## src/rtl/silife_pkg.sv

```systemverilog
// Shared encodings for the silife grid sequencer: host command opcodes,
// sequencer FSM state codes and the terminal row index.
package silife_pkg;

  localparam int          ROW_W     = 5;
  localparam logic [4:0]  ROWS_LAST = 5'd31;

  typedef enum logic [1:0] {
    OP_STEP  = 2'd0,
    OP_LOAD  = 2'd1,
    OP_DUMP  = 2'd2,
    OP_CLEAR = 2'd3
  } op_e;

  localparam logic [2:0] S_IDLE      = 3'd0;
  localparam logic [2:0] S_STEP      = 3'd1;
  localparam logic [2:0] S_LOAD_WAIT = 3'd2;
  localparam logic [2:0] S_LOAD_WR   = 3'd3;
  localparam logic [2:0] S_DUMP_ADDR = 3'd4;
  localparam logic [2:0] S_DUMP_OUT  = 3'd5;
  localparam logic [2:0] S_CLEAR     = 3'd6;

endpackage

```

## src/rtl/silife_step_timer.sv

```systemverilog
// Auto-step period counter with a coalescing pending flag.
// Ports: i_en/i_period configure, i_consume clears pending, o_pending out.
module silife_step_timer #(
  parameter int PERIOD_W = 24
) (
  input  logic                clk,
  input  logic                rst,
  input  logic                i_en,
  input  logic [PERIOD_W-1:0] i_period,
  input  logic                i_consume,
  output logic                o_pending
);

  logic [PERIOD_W-1:0] r_cnt;
  logic                r_pending;
  logic                w_run;
  logic                w_tick;

  assign w_run  = i_en & (i_period != '0);
  // >= keeps the wrap sane if the period shrinks below the count
  assign w_tick = w_run &
                  (r_cnt >= i_period - PERIOD_W'(1));

  always_ff @(posedge clk or posedge rst) begin
    if (rst) begin
      r_cnt     <= '0;
      r_pending <= 1'b0;
    end else begin
      if (!w_run || w_tick)
        r_cnt <= '0;
      else
        r_cnt <= r_cnt + PERIOD_W'(1);
      // ticks arriving while pending are coalesced
      if (!i_en)
        r_pending <= 1'b0;
      else
        r_pending <= (r_pending & ~i_consume) | w_tick;
    end
  end

  assign o_pending = r_pending;

endmodule

```

## src/rtl/silife_grid_sequencer.sv

```systemverilog
// Shares silife core controls between host commands and the auto-step timer.
// Ports: cfg_*, cmd_*, ld_* (row load stream), dp_* (row dump stream), core_*.
module silife_grid_sequencer
  import silife_pkg::*;
#(
  parameter int ROWS     = 32,
  parameter int PERIOD_W = 24,
  parameter int GEN_W    = 16
) (
  input  logic                clk,
  input  logic                rst,
  input  logic                cfg_auto_en,
  input  logic [PERIOD_W-1:0] cfg_period,
  input  logic                cmd_valid,
  output logic                cmd_ready,
  input  logic [1:0]          cmd_op,
  input  logic                ld_valid,
  output logic                ld_ready,
  input  logic [7:0]          ld_data,
  output logic                dp_valid,
  input  logic                dp_ready,
  output logic [7:0]          dp_data,
  output logic [4:0]          dp_row,
  output logic                dp_last,
  output logic [4:0]          core_row_select,
  output logic                core_max_en,
  output logic                core_en,
  output logic                core_wr_en,
  output logic [7:0]          core_data_in,
  input  logic [7:0]          core_data_out,
  output logic                busy,
  output logic [GEN_W-1:0]    gen_count
);

  logic [2:0]       r_state;
  logic [4:0]       r_row;
  logic [7:0]       r_data;
  logic [GEN_W-1:0] r_gen;

  logic w_idle;
  logic w_pending;
  logic w_consume;
  logic w_last;
  logic w_dump;

  assign w_idle    = (r_state == S_IDLE);
  assign w_last    = (r_row == 5'(ROWS - 1));
  // host command wins; auto-step only on a quiet idle cycle
  assign w_consume = w_idle & ~cmd_valid & w_pending;
  assign w_dump    = (r_state == S_DUMP_ADDR) |
                     (r_state == S_DUMP_OUT);

  silife_step_timer #(
    .PERIOD_W (PERIOD_W)
  ) u_timer (
    .clk       (clk),
    .rst       (rst),
    .i_en      (cfg_auto_en),
    .i_period  (cfg_period),
    .i_consume (w_consume),
    .o_pending (w_pending)
  );

  always_ff @(posedge clk or posedge rst) begin
    if (rst) begin
      r_state <= S_IDLE;
      r_row   <= '0;
      r_data  <= '0;
      r_gen   <= '0;
    end else begin
      unique case (r_state)
        S_IDLE: begin
          if (cmd_valid) begin
            r_row <= '0;
            unique case (cmd_op)
              OP_STEP: r_state <= S_STEP;
              OP_LOAD: r_state <= S_LOAD_WAIT;
              OP_DUMP: r_state <= S_DUMP_ADDR;
              OP_CLEAR: begin
                r_state <= S_CLEAR;
                r_data  <= '0;
                r_gen   <= '0;
              end
              default: r_state <= S_IDLE;
            endcase
          end else if (w_pending) begin
            r_state <= S_STEP;
          end
        end
        S_STEP: begin
          r_gen   <= r_gen + GEN_W'(1);
          r_state <= S_IDLE;
        end
        S_LOAD_WAIT: begin
          if (ld_valid) begin
            r_data  <= ld_data;
            r_state <= S_LOAD_WR;
          end
        end
        S_LOAD_WR: begin
          if (w_last) begin
            r_state <= S_IDLE;
          end else begin
            r_row   <= r_row + 5'd1;
            r_state <= S_LOAD_WAIT;
          end
        end
        S_DUMP_ADDR: r_state <= S_DUMP_OUT;
        S_DUMP_OUT: begin
          if (dp_ready) begin
            if (w_last) begin
              r_state <= S_IDLE;
            end else begin
              r_row   <= r_row + 5'd1;
              r_state <= S_DUMP_ADDR;
            end
          end
        end
        S_CLEAR: begin
          if (w_last)
            r_state <= S_IDLE;
          else
            r_row <= r_row + 5'd1;
        end
        default: r_state <= S_IDLE;
      endcase
    end
  end

  assign cmd_ready = w_idle;
  assign busy      = ~w_idle;
  assign gen_count = r_gen;

  assign ld_ready  = (r_state == S_LOAD_WAIT);

  assign dp_valid  = (r_state == S_DUMP_OUT);
  assign dp_data   = dp_valid ? core_data_out : 8'd0;
  assign dp_row    = dp_valid ? r_row : 5'd0;
  assign dp_last   = dp_valid & w_last;

  assign core_row_select = r_row;
  assign core_data_in    = r_data;
  // display driver frozen so uo_out carries row data
  assign core_max_en     = ~w_dump;
  assign core_en         = (r_state == S_STEP);
  assign core_wr_en      = (r_state == S_LOAD_WR) |
                           (r_state == S_CLEAR);

endmodule

```

## config.mk

```make
export PLATFORM = sky130hd
export DESIGN_NAME = silife_grid_sequencer
export DESIGN_NICKNAME = d
export VERILOG_FILES = /design/src/rtl/silife_pkg.sv /design/src/rtl/silife_step_timer.sv /design/src/rtl/silife_grid_sequencer.sv
export SDC_FILE = /design/constraint.sdc
export NUM_CORES = 1
export LEC_CHECK = 0
export CORE_MARGIN = 5
export CORE_UTILIZATION = 40
export DETAILED_ROUTE_END_ITERATION = 8
export GPL_TIMING_DRIVEN = 0
export PLACE_DENSITY = 0.67
export RECOVER_POWER = 50
export SLEW_MARGIN = 25
export SYNTH_ARGS = -nofsm -noshare
export SYNTH_HDL_FRONTEND = slang
export SYNTH_SLANG_ARGS = --single-unit
```

## constraint.sdc

```tcl
create_clock -name clk -period 2.65 [get_ports clk]
set_input_delay 0.265 -clock clk [delete_from_list [all_inputs] [get_ports clk]]
set_output_delay 0.265 -clock clk [all_outputs]
set_load 0.03 [all_outputs]
```

# Word level (Yosys, flattened, before mapping)
# Cells that the tools add are included.
# W data, S select, Z words.
word_totals:
  regBits: 57
  in_bits: 48
  output_inout_bits: 50
classes:
  n_addsub: 4
  magnitude_cmp: 1
  eq_ne: 16
  n_mux: 24
  bitwise_logic: 13
  reduce_logical: 13
ops:
  columns: ["op", "n"]
  rows:
  - ["$mux W16", 2]
  - ["$mux W8", 4]
  - ["$pmux W16 S2", 1]
  - ["$add A24 B1 Y24 const B", 1]
  - ["$ge A24 B24 Y1", 1]
  - ["$mux W24", 1]
  - ["$reduce_bool A24 Y1", 1]
  - ["$sub A24 B1 Y24 const B", 1]
  - ["$mux W5", 4]
  - ["$mux W3", 6]
  - ["$pmux W3 S6", 1]
  - ["$add A16 B1 Y16 const B", 1]
  - ["$pmux W8 S2", 1]
  - ["$pmux W5 S3", 1]
  - ["$pmux W3 S4", 1]
  - ["$eq A3 B3 Y1 const B", 3]
  - ["$reduce_and A4 Y1", 2]
  - ["$and A1 B1 Y1", 6]
  - ["$eq A3 B2 Y1 const B", 2]
  - ["$ne A2 B2 Y1 const B", 3]
  - ["$reduce_and A3 Y1", 2]
  - ["$add A5 B1 Y5 const B", 1]
  - ["$eq A5 B5 Y1 const B", 1]
  - ["$eq A2 B2 Y1 const B", 2]
  - ["other kinds (15)", 22]

# Logic depth before layout (Yosys ltp)
logic_depth:
  ltp_word: 7
  mapped_depth: 14

# Hierarchy
# A second synthesis with hierarchy kept.
hier_totals:
  hier_cells: 483
  hier_area_um2: 4209.0
modules_own_cells:
  columns: ["mod", "instances", "cells_per_inst", "area_per_inst_um2", "seq_area_each_um2"]
  rows:
  - ["silife_step_timer", 1, 268, 2333.5, 625.6]
  - ["silife_grid_sequencer", 1, 215, 1875.5, 800.8]

# Worst setup path after synthesis
# No wires, ideal clock.
synth_timing:
  path_type: "in2reg"
  startpoint: "in cfg_period[10]"
  endpoint: "reg u_timer.r_cnt[10]"
  setup_time_ns: 0.136
  t_arrival_ns: 3.299
  path_slack_ns: -0.785
  cell_stages: 12
  path_cell_list: "or4_1 -> or4_1 -> clkbuf_1 -> nor4_1 -> xnor2_1 -> ha_1 -> nand4_1 -> nor4_1 -> a221oi_1 -> nand3_1 -> clkbuf_1 -> nor3_1"
synth_via:
  elab_chain_cells: 5
  word_cells_on_any_way: 8
  cone_classes: "add/sub: 1; order compare: 1; mux: 1; bitwise: 2; reduce/logical: 3"
synth_rtl:
  columns: ["item", "line_no", "rtl"]
  rows:
  - ["start: declaration", "silife_grid_sequencer.sv:13", "input logic [PERIOD_W-1:0] cfg_period,"]
  - ["$sub A24 B1 Y24 / $reduce_bool A24 Y1 (equally long branches)", "silife_step_timer.sv:22, silife_step_timer.sv:19", null]
  - ["$ge A24 B24 Y1 / $and A1 B1 Y1 (equally long branches)", "silife_step_timer.sv:22, silife_step_timer.sv:19", null]
  - ["$and A1 B1 Y1 / $logic_not A1 Y1 (equally long branches)", "silife_step_timer.sv:21, silife_step_timer.sv:29", null]
  - ["$logic_or A1 B1 Y1 (*)", "silife_step_timer.sv:29", "if (!w_run || w_tick)"]
  - ["$mux W24 (*)", "silife_step_timer.sv:29", null]
  - ["end signal: assignment", "silife_step_timer.sv:32", "r_cnt <= r_cnt + PERIOD_W'(1);"]
  - ["end: declaration", "silife_step_timer.sv:14", "logic [PERIOD_W-1:0] r_cnt;"]
# Mark *: on every way between the ends. The rest lies on a longest branch, timed or not.
# A chain may end at the register's enable or synchronous reset.

# Worst setup path after layout
layout_timing:
  startpoint: "in cfg_period[2]"
  endpoint: "reg u_timer.r_pending (netlist: u_timer.o_pending)"
layout_via:
  elab_chain_cells: 5
  word_cells_on_any_way: 7
  cone_classes: "add/sub: 1; order compare: 1; mux: 1; bitwise: 3; reduce/logical: 1"
layout_rtl:
  columns: ["item", "line_no", "rtl"]
  rows:
  - ["$sub A24 B1 Y24 / $reduce_bool A24 Y1 (equally long branches)", "silife_step_timer.sv:22, silife_step_timer.sv:19", null]
  - ["$ge A24 B24 Y1 / $and A1 B1 Y1 (equally long branches)", "silife_step_timer.sv:22, silife_step_timer.sv:19", null]
  - ["$and A1 B1 Y1 (*)", "silife_step_timer.sv:21", "assign w_tick = w_run &"]
  - ["$or A1 B1 Y1 (*)", "silife_step_timer.sv:37", "r_pending <= (r_pending & ~i_consume) | w_tick;"]
  - ["$mux W1 (*)", "silife_step_timer.sv:34", "if (!i_en)"]
  - ["end signal: assignment", "silife_step_timer.sv:37", null]
  - ["end: declaration", "silife_step_timer.sv:15", "logic r_pending;"]
# Marks and branches as above.

==> impl_results.md <==
- HPWL after DPL: 7470 µm
- Root Buffer: clkbuf_8
- Routed WL: around 11000 µm
- WP data arrival: ~3400 ps
- Post-synthesis register bit count: 57
- Vias in the first global route: roughly 3.7k
- Area fraction of the dominant cell type after synthesis: 36.8%
- Critical setup path kind: in -> reg
- Violated checks: negative setup slack
- Wire per inst: 15.1 µm
- CTS tree: built
- Worst path slowest cell: or4_4
- Crit path required time: 2880 ps
- Worst Clk Skew: between 8 and 9 ps
- Initial antenna violation count: 0
- Setup repair after global routing missed its margin: yes
- Clock Sinks: between 50 and 60
- Final WS setup: -563 ps
- Number of synthesized flops with an enable pin: 0
- Crit path launch: cfg_period[2]
- Via/cell ratio: 5.16
- Nets@finish: 651
- Net load switching power: around 1.1 mW
- Multi-input gate area in the final layout: 2640 µm²
- Clock insertion delay at the later pin of the skew report: 340 ps
- Synth top area cells: dfrtp_1 37%, ha_1 9.7%, xor2_1 7.7%, xnor2_1 5.4%, nand2_1 4.8%
- Area leader, netlist: dfrtp_1
- Main synth FF type: dfrtp_1
- CP max stage delay: 540 ps
- Fmax: 0.311 GHz
- Largest net degree at the start of global routing: 54
- Async SR Flop Fraction: 100%
- Min cycle time layout: 3210 ps
- Post-synthesis cell count: ~440
- Grt ovf: 0
- Vias post-DR: roughly 3.7k
- Critical path launch point type: input pin
- Mapped Area: slightly below 4000 µm²
- Worst Setup End Kind: flop
- Core area: 9590 µm²
- DR pass1 iterations: 4
- Fillers: between 800 and 900
- Die W: 108 µm
- CTS H-Tree Depth: 3
- R2r startpoint: r_state[2]
- Storage cell area: around 1400 µm²
- Hold Vio Cnt, Final: 0
- IO buf count: 97
- Routed Antenna Nets: 0
- FP Rows: 36
- Drc violations: 0
- Cell variety after synth: between 40 and 50
- Critical Path, Cell by Cell: buf_8, or3_4, or4_4, nor4_2, nor4bb_4, xnor2_1, ha_1, nand4_1, nor4_4, buf_4, a221oi_2, nand3_2, buf_6, a21bo_2
- Sw Share: 37.2%
- Ys Warns: 0
- Measured slew at the worst slew-check pin: 1310 ps
- Combinational group share of total power: 37.8%
- Sequential-to-total area share from yosys stat: 36.8%
- Sequential cell fraction of total power: 34.8%
- Die Area: 11700 µm²
- Starting density of the core: 40.3%
- Final Non-Filler Cells: 711
- Status: finished, violations left
- Synth Net Count: 517
- Setup Viol. Count Final: 25
- Initial drt markers: 132
- Global Route Usage Sum: 18.7%
- Layout cells sized above 1: 20.4%
- Worst vdd ir: 0.260 mV
- Clk slew on worst S/H paths: 70 ps
- Leakage Power: about 2.6 nW
- Slew Viols, Final: 0
- CTS buffer count: 9
- Rel. slew slack: roughly 12%
- Die Ht: 108 µm
- Clock Power Share: between 20% and 30%
- Placed insts: 670
- Int Pwr: between 1.5 and 2 mW
- Cts hold-fix bufs: 0
- Hold_ws: approximately 270 ps
- Clock Path Buffers: 2
- Period utilization: 121%
- Synth Area per Inst: 8.82 µm²
- Max Cap Viol: 0
- Area Growth Syn to Fin: 50.1%
- Setup TNS: -12180 ps
- Worst Path Max Fanout: 5
- Hold crit path type: in -> async
- Ports: 98
- Final Wtd Congestion: 0.815
- First-pass GRT wire length: around 18000 µm
- PwrDens: around 510 nW/µm²
- Number of diodes: 0
-- critical path, delay by kind of cell --
kind / cells / cell delay, ps
simple gates: 7 / 1890
buf+inv: 3 / 420
compound gates: 2 / 410
fa+ha+maj: 1 / 270
xor+xnor: 1 / 170
-- final cells by class --
type | count | area share (%)
buffer | 14 | 1.61
clock buffer | 10 | 2.37
clock inverter | 6 | 0.990
inverter | 17 | 1.12
multi-input combinational | 350 | 45.4
sequential | 57 | 24.5
tap | 133 | 2.86
timing repair buffer | 124 | 21.1
-- state kept, by name, summed over array words and instances (netlist names) --
register	cells
core_row_select	5
u_timer.r_cnt	24
gen_count	16
r_state	3
u_timer.o_pending	1
core_data_in	8
-- layer usage --
metal | vias to the layer above | part of all wire [%] | track usage, %
met3 | 23 | 4.9 | 3.58
met1 | 1735 | 43 | 22.3
li1 | 1818 | - | -
met2 | 90 | 50 | 33.4
met5 | - | 0 | 0
met4 | 0 | 2.5 | 6.67
-- logic make-up (layout without fill, tap and decap cells) --
group / Yosys count / after routing / synth area share (%)
AOI/OAI and AO/OA: 55 / 55 / 9.05
xor gates and xnor gates: 58 / 58 / 13.1
adders and majority gates: 30 / 30 / 9.70
buffers and inverters: 32 / 171 / 3.49
DFF: 57 / 57 / 36.8
muxes: 1 / 1 / 0.259
and+or+nand+nor: 206 / 206 / 27.5
-- through the flow --
| step | setup WS (ps) | cell area [µm²] | utilization (%) | power, mW |
|---|---|---|---|---|
| 2_1_floorplan | -527 | 3970 | - | 1.69 |
| 3_3_place_gp | -1440 | 5110 | 53.2 | 2.11 |
| 3_5_place_dp | -1520 | 5140 | 53.6 | 2.14 |
| 4_1_cts | -622 | 5640 | 58.8 | 2.98 |
| 5_1_grt | -664 | 5810 | 60.6 | 3.15 |
| 6_report | -563 | 5810 | 60.6 | 2.97 |
-- synth_stat cells (all sizes together) (4+ instances only) --
cell / instances
nand2b: 4
xnor2: 24
and2: 15
and3: 6
or4: 4
clkbuf: 13
nand2: 50
a22oi: 4
dfrtp: 57
nor3: 34
nor4: 9
nor2b: 6
nand4: 10
nand3: 22
inv: 17
nor2: 30
o21ai: 23
ha: 30
xor2: 34
a21oi: 9
-- cells in the final DEF, fill, tap and decap left out, types with 18 or more instances in the layout --
cell type        count
clkdlybuf4s50_1     63
dfrtp_1             57
nand2_1             46
xor2_1              34
nor2_1              29
ha_1                29
xnor2_1             23
o21ai_0             21
nor3_2              21
nand3_1             20
buf_4               18
-- power groups by stage --
stage,logic [mW],clock network [mW],registers (mW)
4_1_cts,1.12,0.829,1.03
2_1_floorplan,0.524,0,1.17
6_report,1.12,0.813,1.03
5_1_grt,1.23,0.877,1.05
3_5_place_dp,1.09,0,1.05
3_3_place_gp,1.07,0,1.04
-- timing repair --
item | 4_1_cts | 5_1_grt
endpoints found under the setup margin | 35 | 36
pin swaps | 37 | 21
endpoints found under the hold margin | 0 | 0
cloned | 3 | 1
gates resized for setup | 77 | 56
setup buffers | 16 | 6
-- final timing paths --
check	depth (start not counted)	slack, ps	end
max	14	-560	u_timer.o_pending
max in group asynchronous	3	890	gen_count[11]
min in group clk	2	470	core_data_in[6]
max reg2reg	6	320	core_row_select[2]
min	2	270	gen_count[4]
min reg2reg	2	470	core_data_in[6]
Note: power is estimated with default switching activity, not from simulation.
